--- config.mk ---
export PLATFORM = sky130hd
export DESIGN_NAME = button_conditioner
export DESIGN_NICKNAME = d
export VERILOG_FILES = /design/src/rtl/btn_pkg.sv /design/src/rtl/btn_debounce_ch.sv /design/src/rtl/button_conditioner.sv
export SDC_FILE = /design/constraint.sdc
export NUM_CORES = 1
export LEC_CHECK = 0
export ABC_AREA = 1
export BUFFER_PORTS_ARGS = -buffer_cell sky130_fd_sc_hd__buf_2
export CORE_MARGIN = 4
export CORE_UTILIZATION = 35
export DETAILED_ROUTE_END_ITERATION = 10
export PLACE_DENSITY_LB_ADDON = 0.05
export SLEW_MARGIN = 20
export SYNTH_ARGS = -nofsm -noshare
export SYNTH_HDL_FRONTEND = slang
export SYNTH_SLANG_ARGS = --single-unit
--- constraint.sdc ---
create_clock -name clk -period 1.1 [get_ports clk]
set_input_delay 0.165 -clock clk [delete_from_list [all_inputs] [get_ports clk]]
set_output_delay 0.165 -clock clk [all_outputs]
set_load 0.1 [all_outputs]
--- src/rtl/btn_pkg.sv ---
`default_nettype none
// ============================================================================
// Module   : btn_pkg
// Brief    : Shared defaults, counter sizing helpers and debounce state type
//            for the button conditioner (optional: BUTTON_AUTOREPEAT_EN).
// Revision : 1.0 - initial release
// ============================================================================
package btn_pkg;

    localparam int DEBOUNCE_TICKS_DEF = 4;
    localparam int REPEAT_DELAY_DEF   = 32;
    localparam int REPEAT_PERIOD_DEF  = 8;

    // Debounce counter must hold 0..DEBOUNCE_TICKS
    function automatic int cnt_width(input int ticks);
        return (ticks < 1) ? 1 : $clog2(ticks + 1);
    endfunction

    function automatic int rep_width(input int delay  = REPEAT_DELAY_DEF,
                                     input int period = REPEAT_PERIOD_DEF);
        return $clog2(delay + period + 1);
    endfunction

    typedef enum logic [0:0] {
        IDLE     = 1'b0,
        COUNTING = 1'b1
    } db_state_t;

endpackage
`default_nettype wire

--- src/rtl/btn_debounce_ch.sv ---
`default_nettype none
// ============================================================================
// Module   : btn_debounce_ch
// Brief    : One button channel: 2-flop sync, tick-qualified debounce, press
//            pulse, and repeat counter when BUTTON_AUTOREPEAT_EN is defined.
// Revision : 1.0 - initial release
// ============================================================================
module btn_debounce_ch
    import btn_pkg::*;
#(
    parameter int DEBOUNCE_TICKS = DEBOUNCE_TICKS_DEF
`ifdef BUTTON_AUTOREPEAT_EN
    ,
    parameter int REPEAT_DELAY   = REPEAT_DELAY_DEF,
    parameter int REPEAT_PERIOD  = REPEAT_PERIOD_DEF
`endif
) (
    input  logic clk,
    input  logic reset,
    input  logic tick,
    input  logic i_btn,
    output logic o_level,
    output logic o_pulse,
    output logic o_pulse_nxt
);

    localparam int             c_CNT_W    = cnt_width(DEBOUNCE_TICKS);
    localparam logic [c_CNT_W-1:0] c_CNT_LAST = c_CNT_W'(DEBOUNCE_TICKS - 1);

    logic [1:0]         r_sync;
    logic               w_s;
    db_state_t          r_state, w_state_nxt;
    logic [c_CNT_W-1:0] r_cnt, w_cnt_nxt;
    logic               r_level, w_level_nxt;
    logic               r_pulse, w_pulse_nxt;
    logic               w_press;

    assign w_s = r_sync[1];

    always_ff @(posedge clk) begin
        if (reset) begin
            r_sync  <= 2'b00;
            r_state <= IDLE;
            r_cnt   <= '0;
            r_level <= 1'b0;
            r_pulse <= 1'b0;
        end else begin
            r_sync  <= {r_sync[0], i_btn};
            r_state <= w_state_nxt;
            r_cnt   <= w_cnt_nxt;
            r_level <= w_level_nxt;
            r_pulse <= w_pulse_nxt;
        end
    end

    // IDLE implies a zero count; any matching sample restarts the streak
    always_comb begin
        w_state_nxt = r_state;
        w_cnt_nxt   = r_cnt;
        w_level_nxt = r_level;
        w_press     = 1'b0;
        if (tick) begin
            case (r_state)
                IDLE: begin
                    if (w_s != r_level) begin
                        if (c_CNT_LAST == '0) begin
                            w_level_nxt = w_s;
                            w_press     = w_s;
                        end else begin
                            w_cnt_nxt   = c_CNT_W'(1);
                            w_state_nxt = COUNTING;
                        end
                    end
                end
                COUNTING: begin
                    if (w_s == r_level) begin
                        w_cnt_nxt   = '0;
                        w_state_nxt = IDLE;
                    end else if (r_cnt == c_CNT_LAST) begin
                        w_level_nxt = w_s;
                        w_press     = w_s;
                        w_cnt_nxt   = '0;
                        w_state_nxt = IDLE;
                    end else begin
                        w_cnt_nxt   = r_cnt + 1'b1;
                    end
                end
                default: begin
                    w_cnt_nxt   = '0;
                    w_state_nxt = IDLE;
                end
            endcase
        end
    end

`ifdef BUTTON_AUTOREPEAT_EN
    localparam int                 c_REP_W    = rep_width(REPEAT_DELAY, REPEAT_PERIOD);
    localparam logic [c_REP_W-1:0] c_REP_FIRE = c_REP_W'(REPEAT_DELAY);
    localparam logic [c_REP_W-1:0] c_REP_WRAP = c_REP_W'(REPEAT_DELAY + REPEAT_PERIOD);

    logic [c_REP_W-1:0] r_rep, w_rep_nxt, w_rep_inc;
    logic               w_rep_fire;

    // Counter runs 0..DELAY once, then cycles DELAY..DELAY+PERIOD-1
    always_comb begin
        w_rep_inc  = r_rep + 1'b1;
        w_rep_nxt  = r_rep;
        w_rep_fire = 1'b0;
        if (!r_level) begin
            w_rep_nxt = '0;
        end else if (tick) begin
            w_rep_nxt  = (w_rep_inc == c_REP_WRAP) ? c_REP_FIRE : w_rep_inc;
            w_rep_fire = w_level_nxt &&
                         ((w_rep_inc == c_REP_FIRE) || (w_rep_inc == c_REP_WRAP));
        end
    end

    always_ff @(posedge clk) begin
        if (reset) begin
            r_rep <= '0;
        end else begin
            r_rep <= w_rep_nxt;
        end
    end

    assign w_pulse_nxt = w_press | w_rep_fire;
`else
    assign w_pulse_nxt = w_press;
`endif

    assign o_level     = r_level;
    assign o_pulse     = r_pulse;
    assign o_pulse_nxt = w_pulse_nxt & ~reset;

endmodule
`default_nettype wire

--- src/rtl/button_conditioner.sv ---
`default_nettype none
// ============================================================================
// Module   : button_conditioner
// Brief    : NUM_BTN independent debounced channels with press pulses and a
//            registered any_pulse (optional: BUTTON_AUTOREPEAT_EN).
// Revision : 1.0 - initial release
// ============================================================================
module button_conditioner
    import btn_pkg::*;
#(
    parameter int NUM_BTN        = 4,
    parameter int DEBOUNCE_TICKS = DEBOUNCE_TICKS_DEF
`ifdef BUTTON_AUTOREPEAT_EN
    ,
    parameter int REPEAT_DELAY   = REPEAT_DELAY_DEF,
    parameter int REPEAT_PERIOD  = REPEAT_PERIOD_DEF
`endif
) (
    input  logic               clk,
    input  logic               reset,
    input  logic               tick,
    input  logic [NUM_BTN-1:0] btn_raw,
    output logic [NUM_BTN-1:0] level,
    output logic [NUM_BTN-1:0] pulse,
    output logic               any_pulse
);

    logic [NUM_BTN-1:0] w_pulse_nxt;
    logic               r_any_pulse;

    for (genvar gi = 0; gi < NUM_BTN; gi++) begin : g_ch
        btn_debounce_ch #(
            .DEBOUNCE_TICKS (DEBOUNCE_TICKS)
`ifdef BUTTON_AUTOREPEAT_EN
            ,
            .REPEAT_DELAY   (REPEAT_DELAY),
            .REPEAT_PERIOD  (REPEAT_PERIOD)
`endif
        ) u_ch (
            .clk         (clk),
            .reset       (reset),
            .tick        (tick),
            .i_btn       (btn_raw[gi]),
            .o_level     (level[gi]),
            .o_pulse     (pulse[gi]),
            .o_pulse_nxt (w_pulse_nxt[gi])
        );
    end

    // Registered from the channels' next-pulse values so it aligns with pulse
    always_ff @(posedge clk) begin
        if (reset) begin
            r_any_pulse <= 1'b0;
        end else begin
            r_any_pulse <= |w_pulse_nxt;
        end
    end

    assign any_pulse = r_any_pulse;

endmodule
`default_nettype wire

; ---- Word level (Yosys, flattened, before mapping)
; Index checks and enable logic that the tools add are counted.
[totals]
wordCells = 111
regBits = 33
inputBits = 7
output_inout_bits = 9
[op_classes]
eq_ne = 16
mux = 48
n_reduce_logical = 9
bitwise_logic = 13
n_addsub = 4
[op_table]
columns = operator, n
row1 = $mux 3, 12
row2 = $mux 1, 28
row3 = $pmux 3 s2, 4
row4 = $reduce_and 4->1, 4
row5 = $add 3x1->3 const B, 4
row6 = $eq 3x2->1 const B, 4
row7 = $not 1->1, 9
row8 = $ne 2x1->1 const B, 4
row9 = $pmux 1 s2, 4
row10 = $reduce_and 2->1, 4
row11 = $and 1x1->1, 4
row12 = $eq 1x1->1, 4
row13 = $ne 1x1->1, 4
row14 = $reduce_or 4->1, 1

; ---- Depth between registers and ports, before layout
; Gate-level depths: netlist of run 1.
[depth]
word_depth = 7
mapped_depth = 7
ltp_nobuf = 7

; ---- By module
; Synthesis of run 1 repeated with hierarchy kept, for this count alone.
[hier_totals]
cells_unflattened = 213
hier_area_um2 = 1502.7
[modules_own_cells]
columns = module, n_inst, cells_per_inst, area_each_um2, seq_area_each_um2
row1 = btn_debounce_ch (g_ch[0].u_ch ...), 3, 54, 371.6, 160.2
row2 = btn_debounce_ch (g_ch[3].u_ch), 1, 47, 355.3, 160.2
row3 = button_conditioner, 1, 4, 32.5, 20.0

; ---- Worst setup path after synthesis of run 1
; Ideal clock, no wire load.
[synth_timing]
kind = register to output
from = register r_any_pulse (netlist: any_pulse)
to = output any_pulse
path_buffers = 0
required_ns = 0.935
path_slack_ns = 0.026
path_stages_with_launch = 1
t_arrival_ns = 0.909
path_cell_list = dfxtp_1
[synth_lines]
columns = element, line
row1 = start: declaration, button_conditioner.sv:29  ; logic r_any_pulse;
row2 = start signal: assignment, button_conditioner.sv:55  ; r_any_pulse <= |w_pulse_nxt;
row3 = end: declaration, button_conditioner.sv:25  ; output logic any_pulse
; No word-level cell between the ends.

; ---- Worst setup path after layout of run 1
[layout_timing]
from = register g_ch[0].u_ch.r_level
to = output level[0]
[layout_lines]
columns = element, line
row1 = start: declaration, btn_debounce_ch.sv:34  ; logic r_level, w_level_nxt;
row2 = start signal: assignment, btn_debounce_ch.sv:51  ; r_level <= w_level_nxt;
row3 = end: declaration, button_conditioner.sv:23  ; output logic [NUM_BTN-1:0] level,
; No word-level cell between the ends.

==> run_results.csv, run 1 <==
group,metric,value,unit
final_layout,finalNonFillerCells,287,
final_layout,nNetsFinal,247,
floorplanning,start_util,37.41,%
setup_path,worstPathMaxFanout,5,
power_and_ir_drop,seqPwrFrac,48.1,%
synth,synth_area_leaders,"dfxtp_1 (43%), nand2_1 (14%), inv_1 (9.2%)",
synth,syn_area,1550,sq um
synth,ys_ff_latch,33,
power_and_ir_drop,swShare,21.85,%
drt,via_per_inst,4.697,
setup_path,critPathKind,"reg2out",
power_and_ir_drop,finalPower,2.566,mW
setup_path,max_stage_delay,0.36,ns
drt,drc,0,
clocking,cts_inserted_buffers,5,
clocking,cts-root-buf,"clkbuf_8",
sta,fin_worst_skew,0.004970,ns
synth,ys_warn_count,0,
placement,dp_hpwl,2381,um
sta,max_slew_margin,84.21,%
placement,dp_slack,0.01054,ns
power_and_ir_drop,power_frac_comb,5.2,%
floorplanning,core,4144,sq um
sta,hold_viol,0,
floorplanning,die_width,74.55,um
min_path,whs_path_depth,3,
drt,vias,1348,
synth,synth_top_area_share,42.62,%
synth,avgSynthCellArea,7.144,sq um
setup_path,endpoint,"level[0]",
sta,worstMarginPinSlew,0.2365,ns
setup_path,reg2reg_to,"g_ch[0].u_ch.o_level$_SDFFE_PP0P_",
synth,ys_seq_area_share,42.62,%
sta,setup_viol,0,
synth,syn-num-nets,228,
power_and_ir_drop,power.density,1305,nW/um^2
setup_path,start_kind,"flip-flop",
setup_path,cp.required,0.94,ns
synth,synth_top_area_cell,"dfxtp_1",
clocking,cts_sinks,33,
setup_path,slowest_stage,"dfxtp_4",
placement,port-buffer-count,15,
power_and_ir_drop,p_int,2.005,mW
sta,post-route-period-util,98.87,%
grt,overflow,0,
drt,wl_per_cell,11.26,um
clocking,clkLatencyLatePin,0.29,ns
floorplanning,die_area,5558,sq um
setup_path,rr_worst_depth,6,
power_and_ir_drop,vdd_ir_drop_max,0.0005364,V
setup_path,rrSetupSlack,0.07,ns
placement,placedCellCount,279,
power_and_ir_drop,clkPwrFrac,46.7,%
placement,place_congestion,0.8573,
power_and_ir_drop,switchingPower,0.5606,mW
setup_path,crit_buf_inv,2,
drt,first_pass_iters,4,
setup_path,r2r_start,"g_ch[0].u_ch.r_cnt[0]$_SDFFE_PP0P_",
final_layout,area_growth,26.80,%
clocking,cts_max_path_buffers,2,
flow_run,maxCapViolCount,0,
sta,fmax,919.5,MHz
setup_path,crit_chain,"buf_6 > buf_12",
clocking,holdBufCountCts,0,
sta,rsz0062_at_grt,"yes",
min_path,worstHoldPathType,"in2reg",
setup_path,endpoint_kind,"output pin",
setup_path,critical_path_arrival,0.92,ns
floorplanning,pin_count,16,
setup_path,cp-startpoint,"g_ch[0].u_ch.o_level$_SDFFE_PP0P_",
grt,grt_usage,13.24,%
sta,worst_slack,0.01242,ns
grt,grt_pass1_wl,5651,um
clocking,htree_levels,2,
grt,grt_pass1_vias,1336,
drt,drt-total-wl,3231,um
synth,syn_inst,217,
sta,hold_ws,0.07287,ns
final_layout,diodes,0,
clocking,cts_tree,"yes",
drt,ant_nets,0,
grt,grt_max_degree,16,
floorplanning,rows,23,
grt,antenna_found_initial,0,
drt,drt_iter0_drc,49,
power_and_ir_drop,p_leak,0.9243,nW
setup_path,path_depth,2,
sta,period_minus_slack,1.088,ns
sta,finalMaxSlewViolations,0,
setup_path,cp_top_family,"flip-flops",
synth,synth_cell_types,23,
final_layout,drive_gt1_share,23.63,%
clocking,path_clk_slew,0.07,ns
floorplanning,die_height,74.55,um
outcome,status,"complete, no violations",
[power by group through the flow]
stage          clock network [mW]  registers [mW]  logic [mW]
5_1_grt                      1.26            1.24       0.157
4_1_cts                      1.22            1.23       0.134
2_1_floorplan                   0            1.26      0.0981
6_report                     1.20            1.23       0.134
3_3_place_gp                    0            1.26       0.130
3_5_place_dp                    0            1.26       0.134
[cell usage after synthesis (all sizes together)]
cell type  count
nand3b         2
nor2          21
dfxtp         33
inv           39
nor3           2
nand2         60
clkbuf         1
ha             4
o21ai          3
a21oi         15
a31oi          2
buf           11
nand4          4
nand3         20
[worst min path at each step]
stage                          start                                end  slack, ns
after floorplan           btn_raw[0]  g_ch[0].u_ch.r_sync[0]$_SDFF_PP0_       0.27
after global placement    btn_raw[0]  g_ch[0].u_ch.r_sync[0]$_SDFF_PP0_       0.36
after detailed placement  btn_raw[0]  g_ch[0].u_ch.r_sync[0]$_SDFF_PP0_       0.37
after CTS                 btn_raw[1]  g_ch[1].u_ch.r_sync[0]$_SDFF_PP0_       0.07
after global routing      btn_raw[0]  g_ch[0].u_ch.r_sync[0]$_SDFF_PP0_       0.08
final                     btn_raw[1]  g_ch[1].u_ch.r_sync[0]$_SDFF_PP0_       0.07
[layer usage]
layer | global-route usage, % | share of wire (%) | up-vias | routed length, um
li1 | - | - | 699 | -
met1 | 14.64 | 44 | 619 | 1426
met2 | 23.32 | 50 | 21 | 1624
met3 | 3.919 | 3.7 | 9 | 118
met4 | 5.929 | 1.9 | 0 | 63
met5 | 0 | 0 | - | 0
[timing repair]
item | in CTS | in global routing
pin swaps | 0 | 4
buffers inserted | 0 | 1
gates resized for setup | 7 | 16
endpoints found under the hold margin | 0 | 0
endpoints found under the setup margin | 5 | 16
[registers in the layout (all words and copies together) (netlist names)]
name / cells
g_ch.u_ch.r_cnt: 12
any_pulse: 1
g_ch.u_ch.r_state: 4
g_ch.u_ch.r_sync: 8
g_ch.u_ch.o_pulse: 4
g_ch.u_ch.o_level: 4
[kinds of logic after synthesis]
kind of cell | Yosys count | share of synthesized area, %
and+or+nand+nor | 109 | 31.40
buffers and inverters | 51 | 15.90
DFF | 33 | 42.61
AOI/OAI and AO/OA | 20 | 6.860
adders and majority gates | 4 | 3.229
[cells in the final DEF, fill, tap and decap left out]
| master | count |
|---|---|
| nand2_1 | 55 |
| inv_1 | 37 |
| dfxtp_1 | 26 |
| nor2_1 | 19 |
| a21oi_1 | 14 |
| nand3_1 | 14 |
| buf_12 | 9 |
| buf_4 | 7 |
| nand3_2 | 6 |
| clkbuf_8 | 6 |
| dfxtp_2 | 6 |
| buf_2 | 6 |
| nand4_1 | 4 |
| nand2_2 | 3 |
| o21ai_1 | 3 |
| nand2_4 | 2 |
| nor2_2 | 2 |
| inv_2 | 2 |
| a31oi_1 | 2 |
| nand3b_1 | 2 |
| nor3_1 | 2 |
| ha_1 | 2 |
| buf_6 | 2 |
| a21oi_2 | 1 |
| ha_4 | 1 |
| ha_2 | 1 |
| bufinv_16 | 1 |
| clkbuf_1 | 1 |
| dfxtp_4 | 1 |
[worst min-delay path, cell delays in order]
cell    delay [ns]
buf_2         0.07
inv_1         0.03
nor2_1        0.06
[through the flow]
stage	util, %	TNS [ns]	instance area (sq um)
global placement	43.21	0	1790
finish	47.43	0	1966
floorplan	-	0	1550
detailed placement	43.21	0	1790
global route	47.43	-0.02865	1966
CTS	46.41	0	1923
[cell type report]
cell class | instances | area (sq um)
Clock buffer | 7 | 86.33
Clock inverter | 1 | 30.03
Fill cell | 414 | 2178
Inverter | 39 | 146.4
Multi-Input combinational cell | 133 | 683.2
Sequential cell | 33 | 671.9
Tap cell | 50 | 62.56
Timing Repair Buffer | 24 | 285.3
Power figures use the tool's default switching activity.
==> run 2, diff against run 1 <==
--- a/config.mk
+++ b/config.mk
@@ -7,6 +7,8 @@
 export LEC_CHECK = 0
 export ABC_AREA = 1
 export BUFFER_PORTS_ARGS = -buffer_cell sky130_fd_sc_hd__buf_2
+export CELL_PAD_IN_SITES_DETAIL_PLACEMENT = 1
+export CELL_PAD_IN_SITES_GLOBAL_PLACEMENT = 1
 export CORE_MARGIN = 4
 export CORE_UTILIZATION = 35
 export DETAILED_ROUTE_END_ITERATION = 10
==> run_results.csv, run 2 (same netlist as run 1, synthesis figures left out) <==
group,metric,value,unit
outcome,status,"complete, no violations",
setup_path,max_stage_delay,0.36,ns
sta,hold_viol,0,
drt,via_per_inst,4.765,
setup_path,reg2reg_to,"g_ch[3].u_ch.r_cnt[1]$_SDFFE_PP0P_",
setup_path,cp-startpoint,"g_ch[1].u_ch.o_level$_SDFFE_PP0P_",
final_layout,regMostFlops,"g_ch.u_ch.r_cnt",
grt,antenna_found_initial,0,
clocking,clkLatencyLatePin,0.29,ns
drt,drt-total-wl,3901,um
sta,post-route-period-util,98.19,%
clocking,path_clk_slew,0.07,ns
drt,ant_nets,0,
grt,grt_pass1_wl,6762,um
sta,finalMaxSlewViolations,0,
min_path,worstHoldPathType,"in2reg",
floorplanning,pin_count,16,
final_layout,multiInputGateArea,698.2,sq um
final_layout,largest_reg_flops,12,
floorplanning,start_util,37.41,%
final_layout,stdcell_area,1986,sq um
setup_path,cp_top_family,"flip-flops",
drt,vias,1377,
setup_path,endpoint_kind,"output pin",
grt,grt_pass1_vias,1479,
clocking,cts_sinks,33,
sta,period_minus_slack,1.080,ns
clocking,holdBufCountCts,0,
flow_run,maxCapViolCount,0,
clocking,cts_max_path_buffers,2,
drt,drt_iter0_drc,33,
placement,port-buffer-count,15,
setup_path,cp.required,0.94,ns
floorplanning,die_height,74.55,um
final_layout,area_growth,28.09,%
placement,dp_slack,-0.02630,ns
setup_path,start_kind,"flip-flop",
clocking,cts_inserted_buffers,5,
sta,fin_worst_skew,0.001737,ns
setup_path,r2r_start,"g_ch[3].u_ch.r_cnt[0]$_SDFFE_PP0P_",
drt,wl_per_cell,13.50,um
final_layout,drive_gt1_share,26.78,%
grt,overflow,0,
final_layout,nFillCells,526,
placement,place_congestion,0.7771,
setup_path,rrSetupSlack,0.03,ns
sta,rsz0062_at_grt,"yes",
clocking,cts-root-buf,"clkbuf_8",
grt,grt_max_degree,11,
floorplanning,core,4144,sq um
setup_path,slowest_stage,"dfxtp_2",
setup_path,critical_path_arrival,0.92,ns
grt,grt_usage,16.37,%
floorplanning,die_area,5558,sq um
power_and_ir_drop,finalPower,2.399,mW
sta,fmax,925.8,MHz
setup_path,rr_worst_depth,5,
placement,dpl-instance-area,1805,sq um
setup_path,critPathKind,"reg2out",
final_layout,reg_top3,"g_ch.u_ch.r_cnt x12, g_ch.u_ch.r_sync x8",
floorplanning,die_width,74.55,um
sta,hold_ws,0.07355,ns
power_and_ir_drop,p_leak,0.9310,nW
final_layout,diodes,0,
setup_path,endpoint,"level[1]",
drt,first_pass_iters,4,
floorplanning,rows,23,
power_and_ir_drop,vdd_ir_drop_max,0.0006623,V
setup_path,worstPathMaxFanout,3,
clocking,htree_levels,2,
min_path,whs_path_depth,3,
final_layout,nNetsFinal,249,
setup_path,crit_buf_inv,2,
final_layout,final_core_util,47.92,%
setup_path,path_depth,2,
sta,worstMarginPinSlew,0.2874,ns
sta,max_slew_margin,80.81,%
drt,drc,0,
final_layout,final_cell_mix,"nand2_1 (54), inv_1 (36), dfxtp_1 (25), nor2_1 (19), nand3_1 (14)",
sta,setup_viol,0,
final_layout,seq_area,673.1,sq um
power_and_ir_drop,power.density,1208,nW/um^2
final_layout,final_common_cell,"nand2_1",
clocking,cts_tree,"yes",
sta,worst_slack,0.01990,ns
placement,dp_hpwl,2966,um
setup_path,crit_chain,"buf_6 > buf_12",
[run 2: layer usage]
metal  wire [um]  GRT usage [%]  vias up
li1            -              -      703
met1        1665          18.77      645
met2        1994          27.32       21
met3         149          6.351        8
met4          91          6.522        0
met5           0              0        -
[run 2: layout make-up]
class                      instances  area share, %
clock buffer                       7          4.852
multi-input combinational        133          35.16
inverter                          39          7.372
timing repair buffer              26          15.31
tap                               50          3.151
sequential                        33          33.90
clock inverter                     1         0.2520
[run 2: worst min-delay path by stage]
stage | start | endpoint
floorplan | btn_raw[0] | g_ch[0].u_ch.r_sync[0]$_SDFF_PP0_
global placement | btn_raw[1] | g_ch[1].u_ch.r_sync[0]$_SDFF_PP0_
detailed placement | btn_raw[1] | g_ch[1].u_ch.r_sync[0]$_SDFF_PP0_
CTS | btn_raw[1] | g_ch[1].u_ch.r_sync[0]$_SDFF_PP0_
global route | btn_raw[1] | g_ch[1].u_ch.r_sync[0]$_SDFF_PP0_
finish | btn_raw[1] | g_ch[1].u_ch.r_sync[0]$_SDFF_PP0_
[run 2: worst register-to-register path, cell delays in order (launching register included)]
cell and delay (ns):
dfxtp_2 0.34, ha_4 0.26, nand2_2 0.06, a21oi_2 0.13, nand3_1 0.09, a21oi_1 0.12
[run 2: what timing repair did]
item | in CTS | in global routing
setup endpoints to repair | 9 | 15
pin swaps | 0 | 3
endpoints found under the hold margin | 0 | 0
gates cloned | 0 | 0
buffers inserted | 0 | 1
resized for setup | 12 | 19
[run 2: stage by stage]
step,TNS [ns],instances
after floorplan,0,217
after global placement,0,281
after detailed placement,-0.03787,281
after CTS,-0.009423,289
after global routing,-0.1203,289
final,0,289
[run 2: where the power goes]
part	internal, mW	leakage (nW)	switching, mW
registers	1.22	0.272	0.0174
clock network	0.565	0.0542	0.450
logic	0.0554	0.604	0.0927
==> run 3, diff against run 2 <==
--- a/config.mk
+++ b/config.mk
@@ -13,6 +13,7 @@
 export CORE_UTILIZATION = 35
 export DETAILED_ROUTE_END_ITERATION = 10
 export PLACE_DENSITY_LB_ADDON = 0.05
+export REMOVE_ABC_BUFFERS = 1
 export SLEW_MARGIN = 20
 export SYNTH_ARGS = -nofsm -noshare
 export SYNTH_HDL_FRONTEND = slang
==> run_results.csv, run 3 (same netlist as run 1, synthesis figures left out) <==
group,metric,value,unit
grt,overflow,0,
placement,place_congestion,0.7970,
setup_path,start_kind,"flip-flop",
setup_path,crit_chain,"buf_4 > buf_12",
clocking,htree_levels,2,
sta,max_slew_margin,80.68,%
sta,period_minus_slack,1.080,ns
grt,grt_usage,16.11,%
sta,worst_slack,0.01980,ns
floorplanning,rows,23,
floorplanning,core,4144,sq um
grt,grt_pass1_vias,1527,
floorplanning,die_area,5558,sq um
power_and_ir_drop,p_leak,0.9101,nW
final_layout,nFillCells,530,
setup_path,slowest_stage,"dfxtp_2",
sta,fmax,925.8,MHz
sta,fin_worst_skew,0.003691,ns
grt,antenna_found_initial,0,
outcome,status,"complete, no violations",
placement,placedCellCount,282,
sta,finalSetupTns,0,ns
sta,finalMaxSlewViolations,0,
final_layout,drive_gt1_share,28.87,%
setup_path,critPathKind,"reg2out",
sta,rsz0062_at_grt,"yes",
drt,drc,0,
sta,worstMarginPinSlew,0.2898,ns
clocking,cts_tree,"yes",
clocking,path_clk_slew,0.07,ns
sta,setup_viol,0,
final_layout,diodes,0,
final_layout,area_growth,29.78,%
drt,ant_nets,0,
final_layout,final_cell_mix,"nand2_1 (51), inv_1 (37), dfxtp_1 (24), nor2_1 (19), nand3_1 (12)",
final_layout,stdcell_area,2012,sq um
setup_path,cp.required,0.94,ns
placement,dp_slack,-0.03117,ns
final_layout,regMostFlops,"g_ch.u_ch.r_cnt",
min_path,worstHoldPathType,"in2reg",
setup_path,critical_path_arrival,0.92,ns
floorplanning,start_util,37.41,%
floorplanning,die_width,74.55,um
power_and_ir_drop,vdd_ir_drop_max,0.0008476,V
drt,first_pass_iters,4,
final_layout,reg_top3,"g_ch.u_ch.r_cnt x12, g_ch.u_ch.r_sync x8",
drt,via_per_inst,4.865,
floorplanning,die_height,74.55,um
sta,post-route-period-util,98.20,%
drt,drt_iter0_drc,51,
final_layout,nNetsFinal,249,
placement,dp_hpwl,3058,um
setup_path,max_stage_delay,0.35,ns
placement,dpl-instance-area,1813,sq um
sta,hold_viol,0,
setup_path,worstPathMaxFanout,3,
power_and_ir_drop,power.density,1130,nW/um^2
clocking,cts_max_path_buffers,2,
drt,drt-total-wl,4037,um
clocking,clkLatencyLatePin,0.28,ns
clocking,cts_sinks,33,
grt,grt_pass1_wl,6720,um
drt,wl_per_cell,13.97,um
clocking,cts-root-buf,"clkbuf_8",
sta,hold_ws,0.07791,ns
placement,port-buffer-count,15,
floorplanning,pin_count,16,
flow_run,maxCapViolCount,0,
final_layout,finalNonFillerCells,289,
drt,vias,1406,
grt,grt_max_degree,13,
final_layout,final_common_cell,"nand2_1",
clocking,cts_inserted_buffers,5,
final_layout,largest_reg_flops,12,
setup_path,endpoint_kind,"output pin",
==> run 3: report_power, final <==
part	switching, mW	total [mW]	internal [mW]
combinational	0.0969	0.155	0.0585
sequential	0.0183	1.23	1.21
clock	0.438	0.887	0.450
total	0.553	2.27	1.72
==> run 3: per-stage QoR <==
| step | util (%) | power [mW] |
|---|---|---|
| floorplan | - | 1.327 |
| global placement | 43.75 | 1.399 |
| detailed placement | 43.75 | 1.408 |
| CTS | 46.14 | 2.304 |
| global route | 48.55 | 2.400 |
| finish | 48.55 | 2.274 |
==> run 3: final cells by class <==
type,instances,area [sq um],area share [%]
Tap cell,50,62.56,3.109
Multi-Input combinational cell,133,747.0,37.13
Timing Repair Buffer,26,296.5,14.74
Inverter,39,146.4,7.276
Clock buffer,8,80.08,3.980
Sequential cell,33,679.4,33.77
==> run 3: timing repair <==
| action | in CTS | in global routing |
|---|---|---|
| pin swaps | 0 | 6 |
| setup endpoints to repair | 9 | 15 |
| hold buffers | 0 | 0 |
| resized for setup | 10 | 30 |
| buffers inserted | 0 | 1 |
==> run 3: path summary, 6_finish.rpt <==
kind	cells past startpoint	end	slack (ns)	start
max	2	level[1]	0.02	g_ch[1].u_ch.o_level$_SDFFE_PP0P_
min	3	g_ch[2].u_ch.r_sync[0]$_SDFF_PP0_	0.08	btn_raw[2]
max reg2reg	5	g_ch[3].u_ch.r_cnt[1]$_SDFFE_PP0P_	0.02	g_ch[3].u_ch.r_cnt[0]$_SDFFE_PP0P_
min reg2reg	2	g_ch[0].u_ch.r_sync[1]$_SDFF_PP0_	0.40	g_ch[0].u_ch.r_sync[0]$_SDFF_PP0_
==> run 3: per-layer routing <==
| metal | vias up | part of all wire (%) | wire length, um | track usage (%) |
|---|---|---|---|---|
| li1 | 703 | - | - | - |
| met1 | 671 | 43 | 1751 | 17.37 |
| met2 | 24 | 51 | 2062 | 29.37 |
| met3 | 8 | 3.5 | 143 | 4.054 |
| met4 | 0 | 2.0 | 80 | 7.312 |
| met5 | - | 0 | 0 | 0 |
==> run 3: worst max-delay path, delay by kind of cell, from the launching register on <==
kind                   cells  cell delay [ns]
DFF                        1             0.35
buffers and inverters      2             0.28
